## config.mk

```make
export PLATFORM = sky130hd
export DESIGN_NAME = calc_line_ctrl
export DESIGN_NICKNAME = d
export VERILOG_FILES = /design/src/rtl/calc_line_ctrl.sv
export SDC_FILE = /design/constraint.sdc
export NUM_CORES = 1
export LEC_CHECK = 0
export ABC_AREA = 1
export BUFFER_PORTS_ARGS = -buffer_cell sky130_fd_sc_hd__buf_2
export CORE_ASPECT_RATIO = 0.9
export CORE_MARGIN = 2
export CORE_UTILIZATION = 35
export CTS_BUF_LIST = sky130_fd_sc_hd__clkbuf_16
export DETAILED_ROUTE_END_ITERATION = 12
export SLEW_MARGIN = 5
export SYNTH_ARGS = -nofsm -noshare
export SYNTH_HDL_FRONTEND = slang
export SYNTH_SLANG_ARGS = --single-unit
```

## constraint.sdc

```tcl
create_clock -name clk_50m -period 3.4 [get_ports clk_50m]
set_clock_uncertainty 0.15 [all_clocks]
set_input_delay 0.17 -clock clk_50m [delete_from_list [all_inputs] [get_ports clk_50m]]
set_output_delay 0.17 -clock clk_50m [all_outputs]
set_load 0.01 [all_outputs]
```

## src/rtl/calc_line_ctrl.sv

```systemverilog
// Line editor front-end for a calculator: buffers typed characters, launches a
// calculation on carriage return and latches the result. Optional watchdog: CALC_TIMEOUT_EN.
module calc_line_ctrl #(
  parameter int unsigned DEPTH       = 64,
  parameter int unsigned AW          = 6,
  parameter int unsigned RES_W       = 16,
  parameter int unsigned TIMEOUT_CYC = 1000000
) (
  input  logic             clk_50m,
  input  logic             rst,
  input  logic [7:0]       ascii_in,
  input  logic             data_ready,
  input  logic [AW-1:0]    rd_addr,
  output logic [7:0]       rd_data,
  output logic             calc_start,
  input  logic             calc_done,
  input  logic [RES_W-1:0] calc_result,
  output logic [RES_W-1:0] result,
  output logic             done_flag,
  output logic             busy,
  output logic             overflow,
  output logic [AW:0]      len
`ifdef CALC_TIMEOUT_EN
  ,
  output logic             timeout
`endif
);

  localparam logic [AW:0] LEN_LAST = (AW+1)'(DEPTH - 1);
  localparam int unsigned WD_W     = $clog2(TIMEOUT_CYC + 1);

  // Reject configurations the buffer addressing and watchdog cannot support.
  if (DEPTH < 4 || DEPTH != (1 << AW) || TIMEOUT_CYC < 2 || WD_W < 1) begin : g_bad_cfg
    $error("calc_line_ctrl: illegal parameter combination");
  end

  typedef enum logic [1:0] {
    S_EDIT  = 2'd0,
    S_START = 2'd1,
    S_WAIT  = 2'd2
  } state_t;

  state_t           r_state;
  state_t           w_state_nxt;
  logic [7:0]       r_buf [DEPTH];
  logic [AW:0]      w_len_nxt;
  logic [RES_W-1:0] w_result_nxt;
  logic             w_done_nxt;
  logic             w_ovf_nxt;
  logic             w_start_nxt;
  logic             w_busy_nxt;
  logic             w_wr_en;
  logic             w_printable;

`ifdef CALC_TIMEOUT_EN
  localparam logic [WD_W-1:0] WD_LAST = WD_W'(TIMEOUT_CYC - 1);
  logic [WD_W-1:0] r_wd;
  logic [WD_W-1:0] w_wd_nxt;
  logic            w_to_nxt;
`endif

  assign w_printable = (ascii_in >= 8'h20) && (ascii_in <= 8'h7E);
  assign rd_data     = r_buf[rd_addr];

  // Next-state and next-output logic; registered outputs follow the next state.
  always_comb begin
    w_state_nxt  = r_state;
    w_len_nxt    = len;
    w_result_nxt = result;
    w_done_nxt   = done_flag;
    w_ovf_nxt    = overflow;
    w_wr_en      = 1'b0;
`ifdef CALC_TIMEOUT_EN
    w_wd_nxt     = r_wd;
    w_to_nxt     = timeout;
`endif
    unique case (r_state)
      S_EDIT: begin
        if (data_ready) begin
          if (w_printable) begin
            if (len < LEN_LAST) begin
              w_wr_en   = 1'b1;
              w_len_nxt = len + (AW+1)'(1);
            end else begin
              w_ovf_nxt = 1'b1;
            end
          end else if (ascii_in == 8'h08) begin
            if (len != '0) w_len_nxt = len - (AW+1)'(1);
          end else if ((ascii_in == 8'h0D) && (len != '0)) begin
            w_wr_en     = 1'b1;
            w_done_nxt  = 1'b0;
            w_ovf_nxt   = 1'b0;
            w_state_nxt = S_START;
`ifdef CALC_TIMEOUT_EN
            w_wd_nxt    = '0;
            w_to_nxt    = 1'b0;
`endif
          end
        end
      end
      S_START: begin
        w_state_nxt = S_WAIT;
`ifdef CALC_TIMEOUT_EN
        w_wd_nxt    = WD_W'(1);
`endif
      end
      S_WAIT: begin
        if (calc_done) begin
          w_result_nxt = calc_result;
          w_done_nxt   = 1'b1;
          w_len_nxt    = '0;
          w_state_nxt  = S_EDIT;
        end
`ifdef CALC_TIMEOUT_EN
        // Watchdog counts from the START cycle so EDIT returns TIMEOUT_CYC clocks after START.
        else if (r_wd >= WD_LAST) begin
          w_len_nxt   = '0;
          w_to_nxt    = 1'b1;
          w_state_nxt = S_EDIT;
        end else begin
          w_wd_nxt = r_wd + WD_W'(1);
        end
`endif
      end
      default: w_state_nxt = S_EDIT;
    endcase
    w_start_nxt = (w_state_nxt == S_START);
    w_busy_nxt  = (w_state_nxt != S_EDIT);
  end

  always_ff @(posedge clk_50m or posedge rst) begin
    if (rst) begin
      r_state    <= S_EDIT;
      len        <= '0;
      result     <= '0;
      done_flag  <= 1'b0;
      overflow   <= 1'b0;
      calc_start <= 1'b0;
      busy       <= 1'b0;
    end else begin
      r_state    <= w_state_nxt;
      len        <= w_len_nxt;
      result     <= w_result_nxt;
      done_flag  <= w_done_nxt;
      overflow   <= w_ovf_nxt;
      calc_start <= w_start_nxt;
      busy       <= w_busy_nxt;
    end
  end

`ifdef CALC_TIMEOUT_EN
  always_ff @(posedge clk_50m or posedge rst) begin
    if (rst) begin
      r_wd    <= '0;
      timeout <= 1'b0;
    end else begin
      r_wd    <= w_wd_nxt;
      timeout <= w_to_nxt;
    end
  end
`endif

  // Line buffer keeps its contents through reset.
  always_ff @(posedge clk_50m) begin
    if (w_wr_en) r_buf[len[AW-1:0]] <= ascii_in;
  end

endmodule

```

==> results of run 1 <==
==> flip-flops by register name (all words and copies together), names as in the netlist <==
register    flops
done_flag       1
r_buf         512
result         16
busy            1
r_state         2
overflow        1
calc_start      1
len             7
==> critical path: stages <==
cell,delay [ns]
dlygate4sd3_1,0.53
buf_2,0.27
nand4_1,0.14
nor3_1,0.63
nand3_2,0.27
o21ai_4,0.30
nand3_4,0.39
nor2_1,0.66
==> final cells by class <==
class	count	area [sq um]	area share, %
Antenna cell	2	5.00	0.0193
Clock buffer	56	1400	5.40
Clock inverter	43	340	1.31
Inverter	41	166	0.641
Multi-Input combinational cell	1296	5850	22.5
Sequential cell	541	16100	62.0
Tap cell	855	1070	4.12
Timing Repair Buffer	138	1020	3.94
==> power by group through the flow <==
stage               Combinational [mW]  Sequential [mW]  Clock (mW)
floorplan                         1.05             7.66           0
global placement                  1.72             7.66           0
finish                            1.77             7.53        5.83
global route                      1.94             7.54        6.19
CTS                               1.76             7.53        5.92
detailed placement                1.73             7.67           0
==> final timing paths <==
path | start | cells after the start | endpoint | slack, ns
min in group asynchronous | rst | 3 | result[12] | 0.13
min | ascii_in[1] | 2 | r_buf[55][1] | 0.06
max | ascii_in[3] | 8 | r_buf[46][7] | 0.12
max reg2reg | len[4] | 8 | r_buf[46][7] | 0.37
min reg2reg | result[9] | 1 | result[9] | 0.36
max in group asynchronous | rst | 3 | len[4] | 2.47
==> layout by cell type, fill, tap and decap left out, types with 3 or more instances in the layout <==
master         count
dfrtp_1           29
a21oi_1            6
nand2_1          699
inv_6              4
clkinv_1          15
clkinv_2           4
dlygate4sd3_1     24
nand2_4            5
buf_2             66
edfxtp_1         512
inv_1             44
clkbuf_16         56
inv_2              5
buf_4             40
nand3_1          455
ha_1               6
nor2_2             3
nor2_1            79
nand3_4            7
nand4_1            3
o21ai_0            3
mux2_2            16
bufinv_16          3
buf_12             7
==> cell families (layout without fill, tap and decap cells) <==
kind of cell | after synthesis | count (layout) | share of synthesized area, %
buffers and inverters | 154 | 278 | 2.90
other | 0 | 2 | 0
flip-flops | 541 | 541 | 71.2
multiplexers | 16 | 16 | 0.797
XOR/XNOR | 3 | 3 | 0.116
AO/OA/AOI/OAI | 12 | 12 | 0.365
adder cells (fa/ha/maj) | 7 | 7 | 0.421
AND/OR/NAND/NOR | 1258 | 1258 | 24.2
==> per-stage QoR <==
| stage | setup WS (ns) | instance area, sq um | hold slack, ns |
|---|---|---|---|
| CTS | 0.313 | 25900 | 0.0281 |
| global route | 0.104 | 26000 | 0.0489 |
| detailed placement | 0.196 | 24000 | 0.257 |
| finish | 0.119 | 26000 | 0.0646 |
| global placement | 0.374 | 24000 | 0.252 |
| floorplan | 0.969 | 22600 | 0.0981 |
==> what timing repair did <==
item	4_1_cts	5_1_grt
endpoints found under the setup margin	0	0
hold buffers	24	0
endpoints found under the hold margin	60	0
==> routing by layer <==
| layer | up-vias | GRT usage [%] | share of wire (%) |
|---|---|---|---|
| li1 | 7103 | - | - |
| met1 | 7476 | 25.7 | 44 |
| met2 | 609 | 28.3 | 44 |
| met3 | 92 | 4.77 | 9.0 |
| met4 | 0 | 5.56 | 2.6 |
| met5 | - | 0 | 0 |
==> impl_results.md, run 1 <==
- Clock Latency Late Sink: 0.61 ns
- Placed Cells: 2847
- Largest net degree at the start of global routing: 135
- Cell variety after synth: 32
- Sequential power share: 49.8%
- Final net count: 2115
- Clock Sinks: 541
- Number of port buffers: 68
- Rows: 88
- Comb power frac: 11.7%
- Crit path launch type: primary input
- Main synth FF type: edfxtp_1
- RSZ-0062 raised after global routing: false
- TritonCTS clock tree: yes
- Fin cells: 2972
- CORE AREA: 0.0640 sq mm
- Crit path capture type: flip-flop
- Area delta synth->final: 14.8%
- Top cells by area, synth: edfxtp_1 (68%), nand2_1 (12%), nand3_1 (10%)
- Post-CTS setup buffers: 0
- Drt pass-1 iters: 6
- DP HPWL: 36700 um
- Post-synth EDFFs: 512
- HP Class: primary input to flip-flop
- WL per Instance: 20.7 um
- Yosys Warn Count: 0
- Clk pin slew, worst setup/hold paths: 0.06 ns
- Overflow after GRT: 0
- Setup TNS Final: 0 ns
- Total power density per cell area: 583 mW/mm^2
- F_max: 305 MHz
- Ys async rst share: 5.36%
- Final Util: 40.6%
- Slew margin rel.: 25.6%
- VDD IR-drop max: 0.424 mV
- Clock Tree Buf Depth: 3
- Layout cell share with drive strength beyond 1: 10.9%
- Synth area leader: edfxtp_1
- Sw Ratio: 26.4%
- Tot Pwr: 15.1 mW
- Post-synthesis sequential area ratio: 71.2%
- Max Fanout on Critical Path: 8
- Final-report hold violation count: 0
- Crit Path Category: primary input to flip-flop
- Most frequent cells after synthesis: nand2_1 (699), edfxtp_1 (512), nand3_1 (455)
- Number of global-route vias before repair: 15100
- Routed vias: 15300
- Synth Cell Area: 0.0226 sq mm
- Worst slew pin tran: 1.11 ns
- H-tree levels: 2
- Leakage power: 9.68 nW
- Crit path DAT: 3.39 ns
- CTS resizes: 0
- DRT antenna net count: 0
- Top-count cell post-synth: nand2_1
- Crit share post-route: 96.5%
- P_int: 11.1 mW
- GPL Wtd Cong: 0.890
- Starting Density: 35.3%
- Cell count after synthesis: 1991
- Fin crit period: 3.28 ns
- Routed Wire Length: 61600 um
- Clock root buffer: clkbuf_16
- FF+latch count, synth: 541
- Die Span X: 272 um
- Status: finished clean
- Antenna violations before repair: 2
- FILL cells: 6018
- Die H: 245 um
- DRC: 0
- Synth Net Count: 2032
- Avg Cell Area, Syn: 11.4 sq um
- Die area: 0.0666 sq mm
- Via-per-instance ratio: 5.14
- Max-slew violation count: 0
- Clock Power Share: 38.5%
- CTS Buf Count: 56
- GRT Overall Usage: 18.5%
- Max_cap viols: 0
- First-pass GRT wire length: 92600 um
- WP data required: 3.51 ns
- Area share of the largest cell type after synthesis: 68.0%
- Sw Pwr: 3.99 mW
- IO Pins: 69
- Initial DRC count: 1822
- Final Setup Violations: 0
No activity file was read; power rests on OpenSTA's default activity.
==> run 2: changes to the inputs <==
RECOVER_POWER = 25   (was default)
==> run 2 against run 1 <==
Compared with the run above:
- the flow now finishes with violations (max-capacitance violations, max-slew violations)
- utilization about the same
- cell area about the same
- sequential power about the same
- total power about the same
- register-to-register slack got worse by 0.02 ns
==> impl_results.md, run 2 (synthesis gave the netlist of run 1 again) <==
- Status: finished, violations left
- Failing checks: max-capacitance violations, max-slew violations
- P_int: 11.1 mW (unchanged)
- Fin area: 0.0259 sq mm (about the same)
- Crit share post-route: 97.0% (+0.50 points)
- Die H: 245 um (unchanged)
- Clk pin slew, worst setup/hold paths: 0.06 ns (about the same)
- CTS Buf Count: 56 (unchanged)
- CP Cell Sequence: dlygate4sd3_1 > buf_2 > nand4_1 > nor3_1 > nand3_2 > o21ai_4 > nand3_4 > nor2_1
- Starting Density: 35.3% (unchanged)
- First-pass GRT wire length: 92600 um (unchanged)
- Commonest non-fill, non-tap cell in the layout: nand2_1
- Rows: 88 (unchanged)
- Layout cell share with drive strength beyond 1: 10.4% (-0.47 points)
- Clock Tree Buf Depth: 3 (unchanged)
- R2r setup slk: 0.35 ns (-0.02 ns)
- Fin crit period: 3.30 ns (+0.0171 ns)
- CORE AREA: 0.0640 sq mm (unchanged)
- CTS hold repair buffers: 24 (unchanged)
- Reg-to-reg startpoint: len[4]
- Routed vias: 15300 (-0.039%)
- DRC: 0 (unchanged)
- Clock root buffer: clkbuf_16
- Final Setup Violations: 0 (unchanged)
- DRT antenna net count: 0 (unchanged)
- WP depth: 8 (unchanged)
- DP Worst Slack: 0.196 ns (unchanged)
- Final worst setup slack: 0.102 ns (-0.0171 ns)
- Count of buffer and inverter cells on the critical path: 2 (unchanged)
- Slew margin rel.: -20.8% (-46 points)
- Final Util: 40.5% (about the same)
- H-tree levels: 2 (unchanged)
- Via-per-instance ratio: 5.14 (about the same)
- Max_cap viols: 4 (+4)
- Total power density per cell area: 583 mW/mm^2 (about the same)
- Max-slew violation count: 221 (+221)
- Crit path launch type: primary input
- Sw Pwr: 3.98 mW (-0.18%)
- Crit path capture: r_buf[46][7]
- Clock Sinks: 541 (unchanged)
- VDD IR-drop max: 0.421 mV (-0.58%)
- Worst path slowest cell: nor2_1
- F_max: 303 MHz (-0.52%)
- Antenna violations before repair: 2 (unchanged)
- Commonest cells after routing, fill and taps aside: nand2_1 (699), edfxtp_1 (512), nand3_1 (455)
- WL per Instance: 20.7 um (-0.24%)
- Worst slew pin tran: 1.81 ns (+0.703 ns)
- WP data required: 3.51 ns (about the same)
- Die area: 0.0666 sq mm (unchanged)
- Setup TNS Final: 0 ns (unchanged)
- FILL cells: 6022 (+0.066%)
- Worst reg2reg endpoint: r_buf[46][7]
- Overflow after GRT: 0 (unchanged)
- GRT Overall Usage: 18.5% (unchanged)
- Placed cell areas: 0.0240 sq mm (unchanged)
- Slowest cell delay on critical path: 0.67 ns (about the same)
- Leakage power: 9.65 nW (-0.35%)
- Comb power frac: 11.7% (about the same)
- Drt pass-1 iters: 7 (+1)
- Setup crit start: ascii_in[3]
- Crit Path Category: primary input to flip-flop
- DP HPWL: 36700 um (unchanged)
- RSZ-0062 raised after global routing: false
- Final net count: 2115 (unchanged)
- Area delta synth->final: 14.7% (about the same)
- Max FFs per register: 512 (unchanged)
- Final-report hold violation count: 0 (unchanged)
- Sequential power share: 49.8% (about the same)
- Routed Wire Length: 61400 um (-0.24%)
- Clock Latency Late Sink: 0.61 ns (about the same)
- Clock Power Share: 38.5% (about the same)
- CP top delay family: simple AND/OR/NAND/NOR gates
- Post-CTS setup buffers: 0 (unchanged)
- Largest net degree at the start of global routing: 135 (unchanged)
- Crit path capture type: flip-flop
- Cells on worst reg2reg path: 8 (unchanged)
- TritonCTS clock tree: yes
- Max Fanout on Critical Path: 8 (unchanged)
- Die Span X: 272 um (unchanged)
- CTS resizes: 0 (unchanged)
- Sw Ratio: 26.3% (-0.034 points)
- GPL Wtd Cong: 0.890 (unchanged)
- HP Class: primary input to flip-flop
- Crit path DAT: 3.41 ns (+0.02 ns)
- Number of port buffers: 68 (unchanged)
- Initial DRC count: 1748 (-4.1%)
- Number of global-route vias before repair: 15100 (unchanged)
- IO Pins: 69 (unchanged)
[run 2: cell types whose count changed in the layout (fill, tap and decap cells not counted)]
cell	previous run	this run
clkbuf_1	0	10
buf_2	66	57
buf_4	40	35
clkbuf_2	0	4
[run 2: power groups by stage]
stage | Sequential, mW | Combinational (mW) | Clock (mW)
floorplan | 7.66 | 1.05 | 0
global placement | 7.66 | 1.72 | 0
detailed placement | 7.67 | 1.73 | 0
CTS | 7.53 | 1.76 | 5.92
global route | 7.55 | 1.93 | 6.19
finish | 7.54 | 1.77 | 5.82
[run 2: final cells by class]
class | count | area [sq um] | area share, %
antenna | 2 | 5.00 | 0.0193
clock buffer | 56 | 1400 | 5.40
clock inverter | 43 | 340 | 1.31
inverter | 41 | 166 | 0.642
multi-input combinational | 1296 | 5850 | 22.6
sequential | 541 | 16100 | 62.1
tap | 855 | 1070 | 4.13
timing repair buffer | 138 | 997 | 3.85
[run 2: worst min-delay path by stage]
stage / start / endpoint / slack [ns] / cells after the start
floorplan: rst / busy / 0.1 / 1
global placement: calc_result[4] / result[4] / 0.25 / 2
detailed placement: calc_result[5] / result[5] / 0.26 / 2
CTS: ascii_in[7] / calc_start / 0.03 / 6
global route: ascii_in[7] / calc_start / 0.16 / 6
finish: ascii_in[7] / calc_start / 0.11 / 6
[run 2: per-layer routing]
metal / up-vias / global-route usage [%] / routed length [um]
li1: 7096 / - / -
met1: 7479 / 25.7 / 27100
met2: 609 / 28.3 / 27200
met3: 90 / 4.77 / 5510
met4: 0 / 5.56 / 1580
met5: - / 0 / 0
[run 2: stage by stage]
stage               hold WS (ns)  total power, mW  instances
floorplan                 0.0981             8.71       1991
global placement           0.252             9.37       2847
detailed placement         0.257             9.40       2847
CTS                       0.0281             15.2       2970
global route               0.164             15.7       2971
finish                     0.110             15.1       2972
[run 2: worst reg2reg max path, delay by kind of cell, from the launching register on]
kind / cells / cell delay [ns]
compound gates: 1 / 0.30
buf+inv: 1 / 0.08
flops: 1 / 0.56
simple gates: 6 / 1.60
==> run 3: changes to the inputs <==
CORE_ASPECT_RATIO = default   (was 0.9)
==> run 3 against run 2 <==
Compared with the run above:
- the run still ends with max-capacitance violations, max-slew violations left
- register-to-register slack better by 0.17 ns
- utilization rose by 0.44 points
- non-clock buffer count rose by 33
- combinational power barely moved
- routed wire length down 0.19%
- fmax increased by 9.7%
- sequential power barely moved
- die area about the same
- cell area up 1.3%
- cell count grew 1.2%
- hold slack got worse by 0.042 ns
- clock power up 5.8%
- critical endpoint is now r_buf[6][0]
==> impl_results.md, run 3 (synthesis gave the netlist of run 1 again) <==
- DRC: 0 (unchanged)
- Die Span X: 258 um (-5.1%)
- IO Pins: 69 (unchanged)
- Clock Sinks: 541 (unchanged)
- Worst reg2reg endpoint: r_buf[6][0]
- Worst slew pin tran: 1.92 ns (+0.108 ns)
- Initial DRC count: 1499 (-14%)
- WP data required: 3.49 ns (-0.02 ns)
- Footprint of the multi-input gates: 0.00585 sq mm (unchanged)
- FILL cells: 6005 (-0.28%)
- DRT antenna net count: 0 (unchanged)
- Layout cell share with drive strength beyond 1: 12.3% (+1.9 points)
- Failing checks: max-capacitance violations, max-slew violations
- Area delta synth->final: 16.2%
- Final Util: 41.0% (+0.44 points)
- R2r setup slk: 0.52 ns (+0.17 ns)
- Rows: 93 (+5.7%)
- DP Worst Slack: 0.193 ns (-0.00258 ns)
- Commonest cells after routing, fill and taps aside: nand2_1 (699), edfxtp_1 (512), nand3_1 (455)
- Die area: 0.0666 sq mm (about the same)
- TritonCTS clock tree: yes
- Max Fanout on Critical Path: 14 (+6)
- Largest net degree at the start of global routing: 143 (+5.9%)
- Crit path capture type: flip-flop
- Hold Crit Start: ascii_in[3]
- RSZ-0062 raised after global routing: false
- Max-slew violation count: 318 (+44%)
- Cells on worst reg2reg path: 8 (unchanged)
- Number of global-route vias before repair: 14900 (-1.6%)
- Status: finished, violations left
- F_max: 333 MHz (+9.7%)
- Final net count: 2148 (+1.6%)
- Worst path slowest cell: nor2_1
- Routed Wire Length: 61300 um (-0.19%)
- Via-per-instance ratio: 5.11 (-0.58%)
- GPL Wtd Cong: 0.882 (-0.87%)
- HP Class: primary input to flip-flop
- Final worst setup slack: 0.394 ns (+0.292 ns)
- Max FFs per register: 512 (unchanged)
- H-tree levels: 2 (unchanged)
- Clock root buffer: clkbuf_16
- Crit path launch type: primary input
- Leakage power: 9.87 nW (+2.3%)
- Final Setup Violations: 0 (unchanged)
- Commonest non-fill, non-tap cell in the layout: nand2_1
- Clock Latency Late Sink: 0.60 ns (about the same)
- Setup crit start: ascii_in[0]
- GRT Overall Usage: 18.4% (-0.094 points)
- Hold WS: 0.0683 ns (-0.0420 ns)
- Max_cap viols: 6 (+2)
- Clock Tree Buf Depth: 3 (unchanged)
- Drt pass-1 iters: 7 (unchanged)
- Final-report hold violation count: 0 (unchanged)
- Sequential cell area: 0.0161 sq mm (unchanged)
- Routed vias: 15400 (+0.65%)
- Number of port buffers: 68 (unchanged)
- WL per Instance: 20.4 um (-1.4%)
- Hold path endpoint: overflow
- Crit path DAT: 3.09 ns (-0.32 ns)
- Overflow after GRT: 0 (unchanged)
- Hold path depth: 7 (+1)
- VDD IR-drop max: 0.388 mV (-7.9%)
- Setup TNS Final: 0 ns (unchanged)
- CORE AREA: 0.0641 sq mm (+0.22%)
- Antenna violations before repair: 1 (-1)
- Fin crit period: 3.01 ns (-0.292 ns)
- Crit Path Category: primary input to flip-flop
- Die H: 258 um (+5.3%)
- DP HPWL: 37300 um (+1.9%)
- Total power density per cell area: 588 mW/mm^2 (+0.83%)
- Slowest cell delay on critical path: 0.58 ns (-0.09 ns)
- CTS Buf Count: 56 (unchanged)
- CP Cell Sequence: dlygate4sd3_1 > buf_2 > nand4_1 > nor3_1 > nand3_2 > o21ai_4 > nand3_4 > nor2_1
- Crit share post-route: 88.4% (-8.6 points)
- Reg-to-reg startpoint: len[4]
- Clk pin slew, worst setup/hold paths: 0.06 ns (about the same)
- First-pass GRT wire length: 92000 um (-0.69%)
- Starting Density: 35.3% (-0.079 points)
- Slew margin rel.: -28.1% (-7.2 points)
## run 3: cell types whose count changed in the layout (fill, tap and decap cells not counted), sizes merged
cell / delta
buf: +35
bufinv: +4
clkinv: +3
inv: -3
clkbuf: -1
dlygate4sd3: -1
## run 3: report_power, final
group          total (mW)  switching (mW)  internal [mW]
clock network        6.16            2.61           3.55
logic                1.76            1.26          0.497
registers            7.53           0.111           7.42
total                15.5            3.99           11.5
## run 3: what timing repair did
action | CTS | global route
hold buffers | 23 | 0
endpoints found under the setup margin | 0 | 0
resized for setup | 0 | 0
buffers inserted | 0 | 0
hold endpoints to repair | 77 | 0
## run 3: layout make-up
cell class              count  share of cell area, %
well taps                 855                   4.07
clock inverters            47                   1.72
diodes                      2                 0.0191
multi-input cells        1296                   22.3
repair buffers            171                   4.67
clock buffers              56                   5.33
flip-flops and latches    541                   61.3
inverters                  41                  0.633
## run 3: stage by stage
| stage | area, sq um | cells | power, mW |
|---|---|---|---|
| finish | 26300 | 3009 | 15.5 |
| global route | 26300 | 3007 | 16.0 |
| CTS | 26300 | 3007 | 15.6 |
| detailed placement | 24200 | 2881 | 9.41 |
| global placement | 24200 | 2881 | 9.39 |
| floorplan | 22600 | 1991 | 8.71 |
## run 3: worst max-delay path: cells and delay by family
kind	cells	cell delay, ns
AO/OA/AOI/OAI	1	0.27
buffers and inverters	2	0.86
AND/OR/NAND/NOR	5	1.78
## run 3: worst max-delay path by stage
stage / endpoint / cells after the start
5_1_grt: r_buf[6][0] / 8
6_report: r_buf[6][0] / 8
3_3_place_gp: r_buf[6][1] / 7
3_5_place_dp: r_buf[6][4] / 7
4_1_cts: r_buf[6][0] / 8
2_1_floorplan: r_buf[0][0] / 8
## run 3: routing by layer
layer / vias to the layer above / part of all wire [%] / GRT usage (%)
met5: - / 0 / 0
met4: 0 / 3.6 / 7.10
met3: 122 / 7.8 / 3.26
met2: 608 / 45 / 28.1
met1: 7487 / 44 / 26.0
li1: 7157 / - / -
